File: config.mk
export PLATFORM = sky130hd
export DESIGN_NAME = mem_access_unit
export DESIGN_NICKNAME = d
export VERILOG_FILES = /design/src/rtl/mem_access_unit.sv
export SDC_FILE = /design/constraint.sdc
export NUM_CORES = 1
export LEC_CHECK = 0
export ABC_AREA = 1
export CORE_UTILIZATION = 47
export CTS_CLUSTER_SIZE = 20
export DETAILED_ROUTE_END_ITERATION = 16
export HOLD_SLACK_MARGIN = 0.06
export PLACE_DENSITY_LB_ADDON = 0.3
export RECOVER_POWER = 50
export SYNTH_ARGS = -nofsm -noshare
export SYNTH_HDL_FRONTEND = slang
export SYNTH_SLANG_ARGS = --single-unit
File: constraint.sdc
create_clock -name clk -period 3.99 [get_ports clk]
set_input_delay 0.399 -clock clk [delete_from_list [all_inputs] [get_ports clk]]
set_output_delay 0.399 -clock clk [all_outputs]
set_load 0.01 [all_outputs]
File: src/rtl/mem_access_unit.sv
// Data-memory access unit for the MEM stage: turns a load/store into a
// single-beat bus transaction, stalls the pipeline while it is in flight and
// returns the size/sign-extended load result in a register.
//
// state | meaning
// IDLE  | no transaction; decode the MEM-stage instruction, flag faults
// REQ   | bus request held with stable outputs until dmem_ready
// DONE  | result available, pipeline released for exactly one cycle
module mem_access_unit #(
   parameter int XLEN = 32
) (
   input  logic            clk,
   input  logic            reset,
   input  logic            MemReadM,
   input  logic            MemWriteM,
   input  logic [2:0]      funct3M,
   input  logic [XLEN-1:0] ALUResultM,
   input  logic [XLEN-1:0] WriteDataM,
   input  logic            FlushM,
   output logic            dmem_req,
   output logic            dmem_we,
   output logic [XLEN-1:0] dmem_addr,
   output logic [XLEN-1:0] dmem_wdata,
   output logic [3:0]      dmem_wstrb,
   input  logic            dmem_ready,
   input  logic [XLEN-1:0] dmem_rdata,
   output logic [XLEN-1:0] ReadDataM,
   output logic            StallM,
   output logic            MisalignM
);

   typedef enum logic [1:0] {IDLE, REQ, DONE} state_t;

   state_t          state_q, state_d;
   logic            bad_f3, bad_align, fault, access;
   logic            capture, load_rd;
   logic [1:0]      off_q;
   logic [2:0]      f3_q;
   logic [XLEN-1:0] st_wdata;
   logic [3:0]      st_wstrb;
   logic [7:0]      ld_byte;
   logic [15:0]     ld_half;
   logic [XLEN-1:0] ld_ext;

   // Fault decode: illegal size encodings for the access direction and misalignment.
   always_comb begin
      bad_f3 = 1'b0;
      if (MemReadM)
         bad_f3 = (funct3M == 3'b011) || (funct3M == 3'b110) || (funct3M == 3'b111);
      else if (MemWriteM)
         bad_f3 = (funct3M > 3'b010);
      bad_align = ((funct3M[1:0] == 2'b01) && ALUResultM[0]) ||
                  ((funct3M[1:0] == 2'b10) && (ALUResultM[1:0] != 2'b00));
      fault  = (MemReadM & MemWriteM) | bad_f3 | bad_align;
      access = (MemReadM ^ MemWriteM) & ~FlushM & ~fault;
   end

   // Store lane placement: replicate the datum across the word, strobe the target lanes.
   always_comb begin
      st_wdata = WriteDataM;
      st_wstrb = 4'b1111;
      case (funct3M[1:0])
         2'b00: begin
            st_wdata = {4{WriteDataM[7:0]}};
            st_wstrb = 4'b0001 << ALUResultM[1:0];
         end
         2'b01: begin
            st_wdata = {2{WriteDataM[15:0]}};
            st_wstrb = ALUResultM[1] ? 4'b1100 : 4'b0011;
         end
         default: ;
      endcase
   end

   // Load extraction from the returned word using the offset/size captured at issue.
   always_comb begin
      case (off_q)
         2'd0:    ld_byte = dmem_rdata[7:0];
         2'd1:    ld_byte = dmem_rdata[15:8];
         2'd2:    ld_byte = dmem_rdata[23:16];
         default: ld_byte = dmem_rdata[31:24];
      endcase
      ld_half = off_q[1] ? dmem_rdata[31:16] : dmem_rdata[15:0];
      case (f3_q)
         3'b000:  ld_ext = {{24{ld_byte[7]}}, ld_byte};
         3'b001:  ld_ext = {{16{ld_half[15]}}, ld_half};
         3'b100:  ld_ext = {24'b0, ld_byte};
         3'b101:  ld_ext = {16'b0, ld_half};
         default: ld_ext = dmem_rdata;
      endcase
   end

   // Next-state and control outputs; stall/fault flags are suppressed during reset.
   always_comb begin
      state_d   = state_q;
      StallM    = 1'b0;
      MisalignM = 1'b0;
      dmem_req  = 1'b0;
      capture   = 1'b0;
      load_rd   = 1'b0;
      case (state_q)
         IDLE: begin
            MisalignM = fault & (MemReadM | MemWriteM) & ~FlushM;
            if (access) begin
               StallM  = 1'b1;
               capture = 1'b1;
               state_d = REQ;
            end
         end
         REQ: begin
            dmem_req = 1'b1;
            StallM   = 1'b1;
            if (dmem_ready) begin
               load_rd = ~dmem_we;
               state_d = DONE;
            end
         end
         DONE:    state_d = IDLE;
         default: state_d = IDLE;
      endcase
      if (reset) begin
         StallM    = 1'b0;
         MisalignM = 1'b0;
      end
   end

   // State, captured bus outputs and the load result register.
   always_ff @(posedge clk) begin
      if (reset) begin
         state_q    <= IDLE;
         dmem_we    <= 1'b0;
         dmem_addr  <= '0;
         dmem_wdata <= '0;
         dmem_wstrb <= 4'b0;
         off_q      <= 2'b0;
         f3_q       <= 3'b0;
         ReadDataM  <= '0;
      end else begin
         state_q <= state_d;
         if (capture) begin
            dmem_we    <= MemWriteM;
            dmem_addr  <= {ALUResultM[XLEN-1:2], 2'b00};
            dmem_wdata <= st_wdata;
            dmem_wstrb <= st_wstrb;
            off_q      <= ALUResultM[1:0];
            f3_q       <= funct3M;
         end
         if (load_rd)
            ReadDataM <= ld_ext;
      end
   end

endmodule

==> flow_summary.json <==
{
  "drv_cap": 1,
  "worst_ir_drop_vdd_v": 0.0002485,
  "yosysUniqueCellTypes": 28,
  "initial_core_util": 0.4831,
  "drt-vias-per-instance": 5.197,
  "post-dp-hpwl_um": 10840,
  "fin_crit_ps": 2917,
  "die_area_sq_um": 11620,
  "dieHeight_um": 107.8,
  "synth_warnings": 0,
  "gp_congestion": 0.8743,
  "crit_path_end": "StallM",
  "wl_um": 15750,
  "layout_common_cells": "nand2_1, dfxtp_1, clkdlybuf4s50_1",
  "path_depth": 4,
  "setup_violations": 0,
  "clock_skew_ps": 12.14,
  "max_freq_mhz": 342.8,
  "critPathBufInv": 3,
  "cp.arrival_ps": 2520,
  "grt_pass1_wl_um": 24810,
  "rows": 38,
  "wl_per_cell_um": 14.28,
  "synth_edf_count": 0,
  "firstDrtPassIters": 5,
  "relSlewSlack": -0.1857,
  "async_flop_share": 0,
  "final_common_cell": "nand2_1",
  "portBuffers": 206,
  "clk_latency_ps": 390,
  "timing.rr.end": "ReadDataM[18]$_SDFFE_PP0P_",
  "path_max_fanout": 84,
  "io_pins": 209,
  "drc": 0,
  "htreeDepth": 3,
  "cts_buffers": 9,
  "grt.total_usage": 0.2742,
  "antenna_found_initial": 0,
  "r2r_slack_ps": 1510,
  "setup_tns_ps": 0,
  "path_class": "in2out",
  "seq_area_frac_synth": 0.4034,
  "run_status": "finished with violations",
  "area_growth_pct": 41.27,
  "cp.required_ps": 3590,
  "root_buffer": "clkbuf_8",
  "r2r_start": "state_q[0]$_SDFFE_PP0P_",
  "multi_input_area_sq_um": 2540,
  "finalHoldViolCount": 0,
  "fin_nets": 1065,
  "seqCellArea_sq_um": 2122,
  "grt_pass1_vias": 5010,
  "ant_nets": 0,
  "drive_gt1_frac": 0.04050,
  "clock_path_buffers": 2,
  "fill_cells": 970,
  "r2r_cells": 8,
  "synth_area_sq_um": 5260,
  "leakage_nw": 3.323,
  "slowest_stage": "clkbuf_2",
  "synth-seq-cells": 106,
  "coreArea_sq_um": 10890,
  "ctsResizeCount": 0,
  "drt_iter0_drc": 400,
  "p_total_mw": 2.260,
  "post-route-period-util": 0.7311,
  "hold_buffers": 0,
  "antenna_cells": 0,
  "synth_cells": 791,
  "slowest_delay_ps": 910,
  "ys.flop_type": "dfxtp_1",
  "critPathLaunchType": "input pin",
  "die_width_um": 107.8,
  "clkTransAtPathRegs_ps": 100,
  "rsz0062_at_grt": "no",
  "endpoint_kind": "output port",
  "syn_avg_cell_area_sq_um": 6.650,
  "violations": "max-capacitance violations, max-slew violations",
  "vias": 5732,
  "clock_sinks": 106,
  "grt_max_degree": 85,
  "cp-startpoint": "reset",
  "cts_setup_buffers": 0,
  "hp-class": "reg2reg",
  "slew_viol_final": 85,
  "gr-total-overflow": 0,
  "path_cells": "buf_2 > clkbuf_2 > a21oi_1 > clkdlybuf4s50_1",
  "crit_family": "buffers and inverters",
  "worstMarginPinSlew_ps": 1779,
  "cts_tree": "done",
  "powerDensity_nw_per_um2": 304.2
}
[per-layer routing]
layer,vias up,global-route usage,part of all wire
met5,-,0,0
met4,0,0.08219,0.017
met3,20,0.08596,0.081
met2,229,0.4354,0.47
met1,2576,0.3540,0.44
li1,2907,-,-
[worst min path at each step]
stage	start	depth (start not counted)	end	slack, ps
2_1_floorplan	dmem_addr[10]$_SDFFE_PP0P_	2	dmem_addr[10]$_SDFFE_PP0P_	480
3_3_place_gp	dmem_addr[8]$_SDFFE_PP0P_	2	dmem_addr[8]$_SDFFE_PP0P_	450
3_5_place_dp	dmem_wdata[6]$_SDFFE_PP0P_	2	dmem_wdata[6]$_SDFFE_PP0P_	450
4_1_cts	dmem_wdata[6]$_SDFFE_PP0P_	2	dmem_wdata[6]$_SDFFE_PP0P_	470
5_1_grt	dmem_wdata[26]$_SDFFE_PP0P_	2	dmem_wdata[26]$_SDFFE_PP0P_	480
6_report	dmem_addr[22]$_SDFFE_PP0P_	2	dmem_addr[22]$_SDFFE_PP0P_	460
[cells in the mapped netlist, types with 2 or more instances]
cell type | number | share of area
nand2_1 | 222 | 0.16
dfxtp_1 | 106 | 0.40
nor2_1 | 85 | 0.061
a21oi_1 | 82 | 0.078
nand4_1 | 72 | 0.086
inv_1 | 69 | 0.049
o21ai_0 | 49 | 0.047
buf_2 | 28 | 0.027
nand3_1 | 25 | 0.024
clkbuf_1 | 19 | 0.014
buf_6 | 7 | 0.015
buf_4 | 4 | 0.0057
inv_2 | 3 | 0.0021
buf_1 | 2 | 0.0014
ha_1 | 2 | 0.0048
nand3_2 | 2 | 0.0038
nor2_4 | 2 | 0.0043
nor3_1 | 2 | 0.0019
[metrics by stage]
step / utilization / hold slack (ps) / cells / setup slack, ps / cell area [sq um]
5_1_grt: 0.6825 / 482.2 / 1103 / 864.4 / 7431
2_1_floorplan: - / 484.0 / 792 / 2160 / 5264
3_5_place_dp: 0.6659 / 452.6 / 1087 / 1298 / 7251
3_3_place_gp: 0.6659 / 448.1 / 1087 / 1303 / 7251
6_report: 0.6825 / 462.7 / 1103 / 1073 / 7431
4_1_cts: 0.6839 / 467.6 / 1103 / 1230 / 7446
[tightest hold or removal path, cell delays in order (launching register included)]
cell and delay (ps):
dfxtp_1 320, nand2_1 60, a21oi_1 50
[report_power, final]
part           switching [mW]  internal [mW]  leakage, nW  total [mW]
Combinational           0.264          0.213         2.36       0.477
Sequential             0.0212           1.10        0.859        1.12
Clock                   0.405          0.259        0.101       0.664
Total                   0.690           1.57         3.32        2.26
[area by class of cell]
type / count / area share
multi-input cells: 553 / 0.3418
clock inverters: 6 / 0.007745
flip-flops and latches: 106 / 0.2856
inverters: 73 / 0.03721
well taps: 140 / 0.02357
clock buffers: 10 / 0.01852
repair buffers: 215 / 0.2856
[kinds of logic (layout without fill, tap and decap cells)]
| logic type | count (synthesis) | count (layout) | synth area share |
|---|---|---|---|
| and+or+nand+nor | 414 | 414 | 0.3454 |
| adders and majority gates | 2 | 2 | 0.004757 |
| buffers and inverters | 133 | 304 | 0.1149 |
| DFF | 106 | 106 | 0.4034 |
| AOI/OAI and AO/OA | 135 | 135 | 0.1308 |
| other | 1 | 2 | 0.0007129 |
[state kept, by name (all words and copies together) (netlist names)]
signal	flops
f3_q	3
dmem_we	1
ReadDataM	32
state_q	2
dmem_addr	30
off_q	2
dmem_wdata	32
dmem_wstrb	4
(Power assumes the default switching activity.)
